===== config.mk =====
export PLATFORM = sky130hd
export DESIGN_NAME = traffic_phase_arbiter
export DESIGN_NICKNAME = d
export VERILOG_FILES = /design/src/rtl/traffic_phase_arbiter.sv
export SDC_FILE = /design/constraint.sdc
export NUM_CORES = 1
export LEC_CHECK = 0
export BUFFER_PORTS_ARGS = -buffer_cell sky130_fd_sc_hd__buf_2
export CORE_ASPECT_RATIO = 1.25
export CORE_MARGIN = 3
export CORE_UTILIZATION = 45
export DETAILED_ROUTE_END_ITERATION = 8
export GPL_TIMING_DRIVEN = 0
export PLACE_DENSITY = 0.7
export SLEW_MARGIN = 20
export SYNTH_ARGS = -nofsm -noshare
export SYNTH_HDL_FRONTEND = slang
export SYNTH_SLANG_ARGS = --single-unit

===== constraint.sdc =====
create_clock -name clk -period 2.1 [get_ports clk]
set_input_delay 0.105 -clock clk [delete_from_list [all_inputs] [get_ports clk]]
set_output_delay 0.105 -clock clk [all_outputs]
set_load 0.1 [all_outputs]

===== src/rtl/traffic_phase_arbiter.sv =====
// ============================================================================
// traffic_phase_arbiter: round-robin right-of-way arbiter with min/max green,
// all-red clearance and emergency preemption. Optional macro: TRAFFIC_ARB_HOLD_EN
// Revision: 1.0
// ============================================================================
`default_nettype none

module traffic_phase_arbiter #(
    parameter int MIN_GREEN  = 20,
    parameter int MAX_GREEN  = 60,
    parameter int CLEAR_TIME = 5,
    parameter int CNT_W      = 8
) (
    input  logic       clk,
    input  logic       reset,
    input  logic [3:0] req,
    input  logic       emergency,
    input  logic [1:0] emg_dir,
    output logic [3:0] grant,
    output logic       clearing,
    output logic       preempt_active,
    output logic [3:0] pending
);

    typedef enum logic [1:0] {
        S_IDLE    = 2'd0,
        S_GREEN   = 2'd1,
        S_CLEAR   = 2'd2,
        S_PREEMPT = 2'd3
    } state_t;

    localparam logic [CNT_W-1:0] C_MIN_M1 = CNT_W'(MIN_GREEN - 1);
    localparam logic [CNT_W-1:0] C_MAX_M1 = CNT_W'(MAX_GREEN - 1);
    localparam logic [CNT_W-1:0] C_CLR_M1 = CNT_W'(CLEAR_TIME - 1);
    localparam logic [CNT_W-1:0] C_ONE    = CNT_W'(1);

    if ((MAX_GREEN - 1 >= (1 << CNT_W)) || (MAX_GREEN < MIN_GREEN) || (CLEAR_TIME < 1))
    begin : g_param_check
        $error("traffic_phase_arbiter: illegal MIN/MAX_GREEN, CLEAR_TIME or CNT_W");
    end

    state_t           state_q, state_d;
    logic [CNT_W-1:0] timer_q, timer_d;
    logic [1:0]       last_q, last_d;
    logic [3:0]       grant_q, grant_d;
    logic [3:0]       pending_q, pending_d;
    logic             clearing_q, clearing_d;
    logic             preempt_q, preempt_d;

    logic [3:0] w_active;
    logic       w_any;
    logic       w_found;
    logic [1:0] w_win_idx;
    logic [1:0] w_idx;
    logic [1:0] w_grant_idx;
    logic [3:0] w_load;

    // Circular search starting just after the most recently served index.
    always_comb begin
        w_active  = pending_q | req;
        w_any     = |w_active;
        w_found   = 1'b0;
        w_win_idx = last_q;
        w_idx     = last_q;
        for (int i = 1; i <= 4; i++) begin
            w_idx = last_q + 2'(i);
            if (!w_found && w_active[w_idx]) begin
                w_win_idx = w_idx;
                w_found   = 1'b1;
            end
        end
    end

    always_comb begin
        case (grant_q)
            4'b0010: w_grant_idx = 2'd1;
            4'b0100: w_grant_idx = 2'd2;
            4'b1000: w_grant_idx = 2'd3;
            default: w_grant_idx = 2'd0;
        endcase
    end

    always_comb begin
        state_d    = state_q;
        timer_d    = timer_q;
        last_d     = last_q;
        grant_d    = grant_q;
        clearing_d = clearing_q;
        preempt_d  = preempt_q;
        w_load     = 4'b0000;

        if (emergency) begin
            // Direction is captured only on entry; later emg_dir changes are ignored.
            if (state_q != S_PREEMPT) begin
                state_d    = S_PREEMPT;
                grant_d    = 4'b0001 << emg_dir;
                w_load     = 4'b0001 << emg_dir;
                preempt_d  = 1'b1;
                clearing_d = 1'b0;
                timer_d    = '0;
            end
        end else begin
            case (state_q)
                S_IDLE: begin
                    grant_d = 4'b0000;
                    if (w_any) begin
                        state_d = S_GREEN;
                        grant_d = 4'b0001 << w_win_idx;
                        w_load  = 4'b0001 << w_win_idx;
                        timer_d = '0;
                        last_d  = w_win_idx;
                    end
                end
                S_GREEN: begin
                    if ((timer_q >= C_MIN_M1) && (|(w_active & ~grant_q))) begin
                        state_d    = S_CLEAR;
                        grant_d    = 4'b0000;
                        clearing_d = 1'b1;
                        timer_d    = '0;
                    end else if (timer_q == C_MAX_M1) begin
`ifdef TRAFFIC_ARB_HOLD_EN
                        timer_d    = C_MIN_M1;
`else
                        state_d    = S_CLEAR;
                        grant_d    = 4'b0000;
                        clearing_d = 1'b1;
                        timer_d    = '0;
`endif
                    end else begin
                        timer_d = timer_q + C_ONE;
                    end
                end
                S_CLEAR: begin
                    if (timer_q == C_CLR_M1) begin
                        clearing_d = 1'b0;
                        timer_d    = '0;
                        if (w_any) begin
                            state_d = S_GREEN;
                            grant_d = 4'b0001 << w_win_idx;
                            w_load  = 4'b0001 << w_win_idx;
                            last_d  = w_win_idx;
                        end else begin
                            state_d = S_IDLE;
                            grant_d = 4'b0000;
                        end
                    end else begin
                        timer_d = timer_q + C_ONE;
                    end
                end
                S_PREEMPT: begin
                    state_d    = S_CLEAR;
                    last_d     = w_grant_idx;
                    grant_d    = 4'b0000;
                    clearing_d = 1'b1;
                    preempt_d  = 1'b0;
                    timer_d    = '0;
                end
                default: begin
                    state_d = S_IDLE;
                    grant_d = 4'b0000;
                end
            endcase
        end
    end

    assign pending_d = (pending_q | req) & ~w_load;

    always_ff @(posedge clk) begin
        if (!reset) begin
            state_q    <= S_IDLE;
            timer_q    <= '0;
            last_q     <= 2'd3;
            grant_q    <= 4'b0000;
            pending_q  <= 4'b0000;
            clearing_q <= 1'b0;
            preempt_q  <= 1'b0;
        end else begin
            state_q    <= state_d;
            timer_q    <= timer_d;
            last_q     <= last_d;
            grant_q    <= grant_d;
            pending_q  <= pending_d;
            clearing_q <= clearing_d;
            preempt_q  <= preempt_d;
        end
    end

    assign grant          = grant_q;
    assign clearing       = clearing_q;
    assign preempt_active = preempt_q;
    assign pending        = pending_q;

endmodule

`default_nettype wire


==> results.txt, run 1 <==
Status: finished clean
CP arrival: 2.21 ns
CP Buf/Inv Count: 0
Asr flop ratio synth: 0%
Synthesized cell area: 0.00156 mm²
Maximum fanout along the worst path: 7
Largest family of logic cells by synthesized area: compound AO/OA/AOI/OAI gates
Peak VDD IR: 0.000559 V
Final wirelength: 4.32 mm
Overall Power: 1.53 mW
Synth unique cells: 51
Slowest Stage Delay on Critical Path: 0.57 ns
Utilization after layout: 56.9%
Critical Path Start: pending[0]$_SDFF_PN0_
Min Tclk post-route: 2.04 ns
Hold Startpoint: reset
Psw: 0.684 mW
WHS: 0.116 ns
CP Cell Sequence: or4_1 -> o41a_1 -> o21ai_0 -> a32oi_1 -> a211oi_1
Logic pwr share: 44.8%
Detailed Route Iter0 Violations: 103
Clock Skew: 0.00215 ns
Hold_buf cts: 0
Synth Instances: 197
Sequential-to-total area share from yosys stat: 28.3%
Max_slew headroom: 60.1%
Synth top area cells: dfxtp_1 (28%), ha_1 (5.6%), o211ai_1 (4.8%)
DRC errors left: 0
Clock buffer depth: 2
Top-count cell post-synth: dfxtp_1
First-pass GRT wire length: 7.15 mm
Crit-path slowest cell: or4_1
GPL Wtd Cong: 0.904
Latest clock arrival within the worst-skew pair: 0.27 ns
CP Class: reg2reg
Detailed placement HPWL: 3.13 mm
RSZ-0062 raised after global routing: no
RR Startpoint: pending[0]$_SDFF_PN0_
Period utilisation layout: 97.0%
FILL cells: 311
Post-DRT Antenna Nets: 0
Via density: 6.34
CTS tree: yes
Vias in the first global route: 1508
Main synth FF type: dfxtp_1
Multi-input logic area: 0.00114 mm²
Synth Warn #: 0
Max-cap violations: 0
F_max: 491 MHz
Final hold violation count: 0
Antenna violations before repair: 0
Sw Share: 44.9%
Synth Area in XOR/XNOR: 1.13%
Storage element area: 453 µm²
Min-Delay Path Class: in2reg
GRT Util Overall: 21.7%
Pwr Density: 824 mW/mm²
Clock-pin slew on the worst setup and hold paths: 0.08 ns
Compound-Gate Fraction of Synth Area: 36.6%
Sequential share of power: 34.7%
Leading area contributor after synthesis: dfxtp_1
Core Footprint: 0.00325 mm²
I/O Buffers: 18
Worst path top cell family by delay: compound AO/OA/AOI/OAI gates
Synthesized Nets: 213
Starting density of the core: 47.8%
Seq cells post-synth: 22
Drt first pass iters: 4
WL/cell: 16.9 µm
Num ports: 19
EDFF count, synth: 0
Root buffer cell: clkbuf_8
Layout cell share with drive strength beyond 1: 25.2%
Simple-gate share of the synthesized area: 23.1%
Fin. max-slew vios: 0
CP Capture Type: flip-flop
Area growth, synth to finish: 19.1%
# H-tree levels: 1
Critical Path RT: 2.28 ns
Worst-Margin Slew: 0.599 ns
Placed inst area: 0.00170 mm²
Startpoint type of the worst setup path: flip-flop
Num CTS Buffers: 3
Proportion of synthesized area in mux cells: 0.644%
Grt ovf: 0
Setup tns final: 0 ns
Post-synth top area share: 28.3%
Clock sink count: 22
Int Pwr: 0.841 mW
Clock Power Share: 20.4%
Die height: 71.7 µm
Most frequent cells after synthesis: dfxtp_1 (22), nand2_1 (16), nor2_1 (14), o21ai_0 (14), inv_1 (11)
Lkg Pwr: 0.681 nW
Post-Synth Adder-Cell Area: 5.63%
Largest net degree at the start of global routing: 13
Die area: 0.00420 mm²
Ant diodes: 0
Fin area: 0.00185 mm²
Die width: 58.6 µm
Rows: 23
# setup viols final: 0
Via count: 1616
Mean Syn Cell Area: 7.89 µm²
Layout net count: 235
## path summary, 6_finish.rpt
path / slack [ns] / cells after the start / to
worst min register to register: 0.50 / 2 / preempt_active$_SDFFE_PN0P_
worst max register to register: 0.06 / 5 / grant[3]$_SDFFE_PN0P_
worst max-delay path: 0.06 / 5 / grant[3]$_SDFFE_PN0P_
worst min-delay path: 0.12 / 2 / last_q[1]$_SDFFE_PN1P_
## flip-flops by register name, indices dropped and copies added, names as in the netlist
name            flops
timer_q             8
grant               4
pending             4
last_q              2
state_q             2
clearing            1
preempt_active      1
## routing by layer
layer	GRT usage [%]	up-vias	wire [µm]
li1	-	818	-
met1	28.0	743	1900
met2	36.5	47	2160
met3	3.06	8	165
met4	7.56	0	88
met5	0	-	0
## layout make-up
cell class | instances | area share (%)
Timing Repair Buffer | 18 | 4.86
Tap cell | 37 | 2.50
Inverter | 11 | 2.23
Buffer | 6 | 1.55
Clock buffer | 4 | 2.97
Multi-Input combinational cell | 157 | 61.4
Sequential cell | 22 | 24.5
## logic make-up (layout without fill, tap and decap cells)
logic type,after synthesis,after routing
adder cells (fa/ha/maj),7,7
AO/OA/AOI/OAI,77,77
AND/OR/NAND/NOR,70,70
multiplexers,1,1
XOR/XNOR,2,2
buffers and inverters,18,39
flip-flops,22,22
## cell usage in the layout, fill, tap and decap left out, types with 3 or more instances in the layout
cell,instances
nor4_1,4
nor3_1,3
or4_1,4
ha_1,7
nand4_1,4
o211ai_1,10
o21bai_1,5
nand2_1,16
dfxtp_2,10
clkbuf_8,4
a31oi_1,3
a21oi_1,9
clkbuf_1,3
dfxtp_1,12
nand3_1,7
o31ai_1,3
a211oi_1,5
nor2_1,14
inv_1,11
buf_2,20
a311oi_1,3
o21ai_0,14
## power by group through the flow
stage	Combinational [mW]	Clock (mW)	Sequential [mW]
2_1_floorplan	0.315	0	0.718
3_3_place_gp	0.633	0	0.537
3_5_place_dp	0.634	0	0.537
4_1_cts	0.643	0.314	0.528
5_1_grt	0.736	0.329	0.538
6_report	0.684	0.312	0.530
## metrics by stage
stage                     std cells  setup WS (ns)
after floorplan                 197          0.100
after global placement          252         -0.164
after detailed placement        252         -0.166
after CTS                       255        0.00836
after global routing            255        0.00894
final                           255         0.0638
## repair_timing
item / 4_1_cts / 5_1_grt
hold endpoints to repair: 0 / 0
resized for setup: 5 / 16
endpoints found under the setup margin: 15 / 16
pin swaps: 0 / 2
buffers inserted: 0 / 0
No activity file was read; power rests on OpenSTA's default activity.
==> run 2, diff against run 1 <==
Settings changed: CORE_ASPECT_RATIO 1.25 to 0.6.
==> results.txt, run 2 (same netlist as run 1, synthesis figures left out) <==
R2R Path End: last_q[0]$_SDFFE_PN1P_
Largest net degree at the start of global routing: 12
CP arrival: 2.20 ns
Starting density of the core: 50.5%
Fin. max-slew vios: 0
Clock sink count: 22
Grt ovf: 0
Storage element area: 453 µm²
Min-Delay Path Class: in2reg
Core Footprint: 0.00308 mm²
Final wirelength: 4.87 mm
Detailed Route Iter0 Violations: 274
GPL Wtd Cong: 0.924
Layout net count: 235
RR Startpoint: timer_q[7]$_SDFFE_PN0P_
Critical Path Sink: last_q[0]$_SDFFE_PN1P_
Clock-pin slew on the worst setup and hold paths: 0.08 ns
Max_slew headroom: 60.4%
WL/cell: 18.8 µm
Number of flip-flops in the largest register: 8
DRC errors left: 0
Lkg Pwr: 0.685 nW
Root buffer cell: clkbuf_8
Drt first pass iters: 5
Via count: 1777
Rows: 15
# setup viols final: 0
Startpoint type of the worst setup path: flip-flop
FILL cells: 282
Latest clock arrival within the worst-skew pair: 0.26 ns
CP Capture Type: flip-flop
CTS tree: yes
Multi-input logic area: 0.00115 mm²
DP Worst Slack: -0.267 ns
Max-cap violations: 0
Die width: 81.9 µm
Vias in the first global route: 1500
Most frequent cells in the layout: buf_2 (20), nand2_1 (16), nor2_1 (14)
Min Tclk post-route: 2.05 ns
Antenna violations before repair: 0
R2R cell count: 5
Final hold violation count: 0
Num ports: 19
GRT Util Overall: 23.4%
F_max: 488 MHz
Peak VDD IR: 0.000615 V
Post-DRT Antenna Nets: 0
Setup tns final: 0 ns
Maximum fanout along the worst path: 5
Clock Skew: 0.00479 ns
Critical Path Start: timer_q[7]$_SDFFE_PN0P_
Area growth, synth to finish: 19.5%
First-pass GRT wire length: 7.52 mm
I/O Buffers: 18
Most common cell after layout, fill and taps aside: buf_2
Detailed placement HPWL: 3.61 mm
# H-tree levels: 1
Layout cell share with drive strength beyond 1: 25.8%
CP Class: reg2reg
Status: finished clean
Hold path cells: 2
Die height: 51.5 µm
Num CTS Buffers: 3
Final worst slack: 0.0495 ns
Biggest register: timer_q
Ant diodes: 0
Fin area: 0.00186 mm²
Die area: 0.00422 mm²
Period utilisation layout: 97.6%
Via density: 6.86
Worst-Margin Slew: 0.594 ns
Critical Path RT: 2.25 ns
Clock buffer depth: 2
Flop2flop setup slack: 0.05 ns
Pwr Density: 811 mW/mm²
Placed inst area: 0.00171 mm²
-- run 2: changes by cell type in the layout (fill, tap and decap cells not counted), sizes merged --
| cell | before | now |
|---|---|---|
| clkbuf | 7 | 6 |
-- run 2: timing repair --
item                                    in CTS  in global routing
setup buffers                                0                  0
pin swaps                                    0                  3
cloned                                       0                  0
hold endpoints to repair                     0                  0
endpoints found under the setup margin      16                 19
gates resized for setup                      7                 18
hold buffers                                 0                  0
-- run 2: area by class of cell --
cell class	count	share of cell area, %
Sequential cell	22	24.4
Inverter	11	2.22
Timing Repair Buffer	18	4.85
Clock buffer	3	2.22
Tap cell	42	2.83
Multi-Input combinational cell	157	62.0
Buffer	6	1.55
-- run 2: critical path: stages (launching register included) --
cell	delay [ns]
dfxtp_2	0.36
or3_4	0.40
o41a_1	0.40
or4_4	0.52
a2111oi_4	0.19
a31oi_1	0.06
-- run 2: routing by layer --
layer,GRT usage [%],routed length (µm)
met1,36.9,2370
met2,31.4,1890
met3,6.06,565
met4,4.14,41
met5,0,0
-- run 2: worst min path at each step --
| stage | end | startpoint | slack, ns |
|---|---|---|---|
| 4_1_cts | last_q[1]$_SDFFE_PN1P_ | reset | 0.11 |
| 3_5_place_dp | last_q[1]$_SDFFE_PN1P_ | reset | 0.39 |
| 5_1_grt | last_q[1]$_SDFFE_PN1P_ | reset | 0.13 |
| 6_report | last_q[1]$_SDFFE_PN1P_ | reset | 0.12 |
| 3_3_place_gp | last_q[1]$_SDFFE_PN1P_ | reset | 0.38 |
| 2_1_floorplan | last_q[1]$_SDFFE_PN1P_ | reset | 0.18 |
-- run 2: where the power goes --
part	total [mW]	leakage, nW	internal [mW]	switching (mW)
Combinational	0.721	0.479	0.214	0.507
Sequential	0.532	0.184	0.467	0.0641
Clock	0.256	0.0216	0.128	0.129
-- run 2: metrics by stage --
step | power [mW] | utilization [%] | std cells | hold slack (ns)
CTS | 1.46 | 57.8 | 259 | 0.113
detailed placement | 1.18 | 55.5 | 257 | 0.387
finish | 1.51 | 60.4 | 259 | 0.125
global route | 1.58 | 60.4 | 259 | 0.126
global placement | 1.17 | 55.5 | 257 | 0.381
floorplan | 1.03 | - | 197 | 0.181
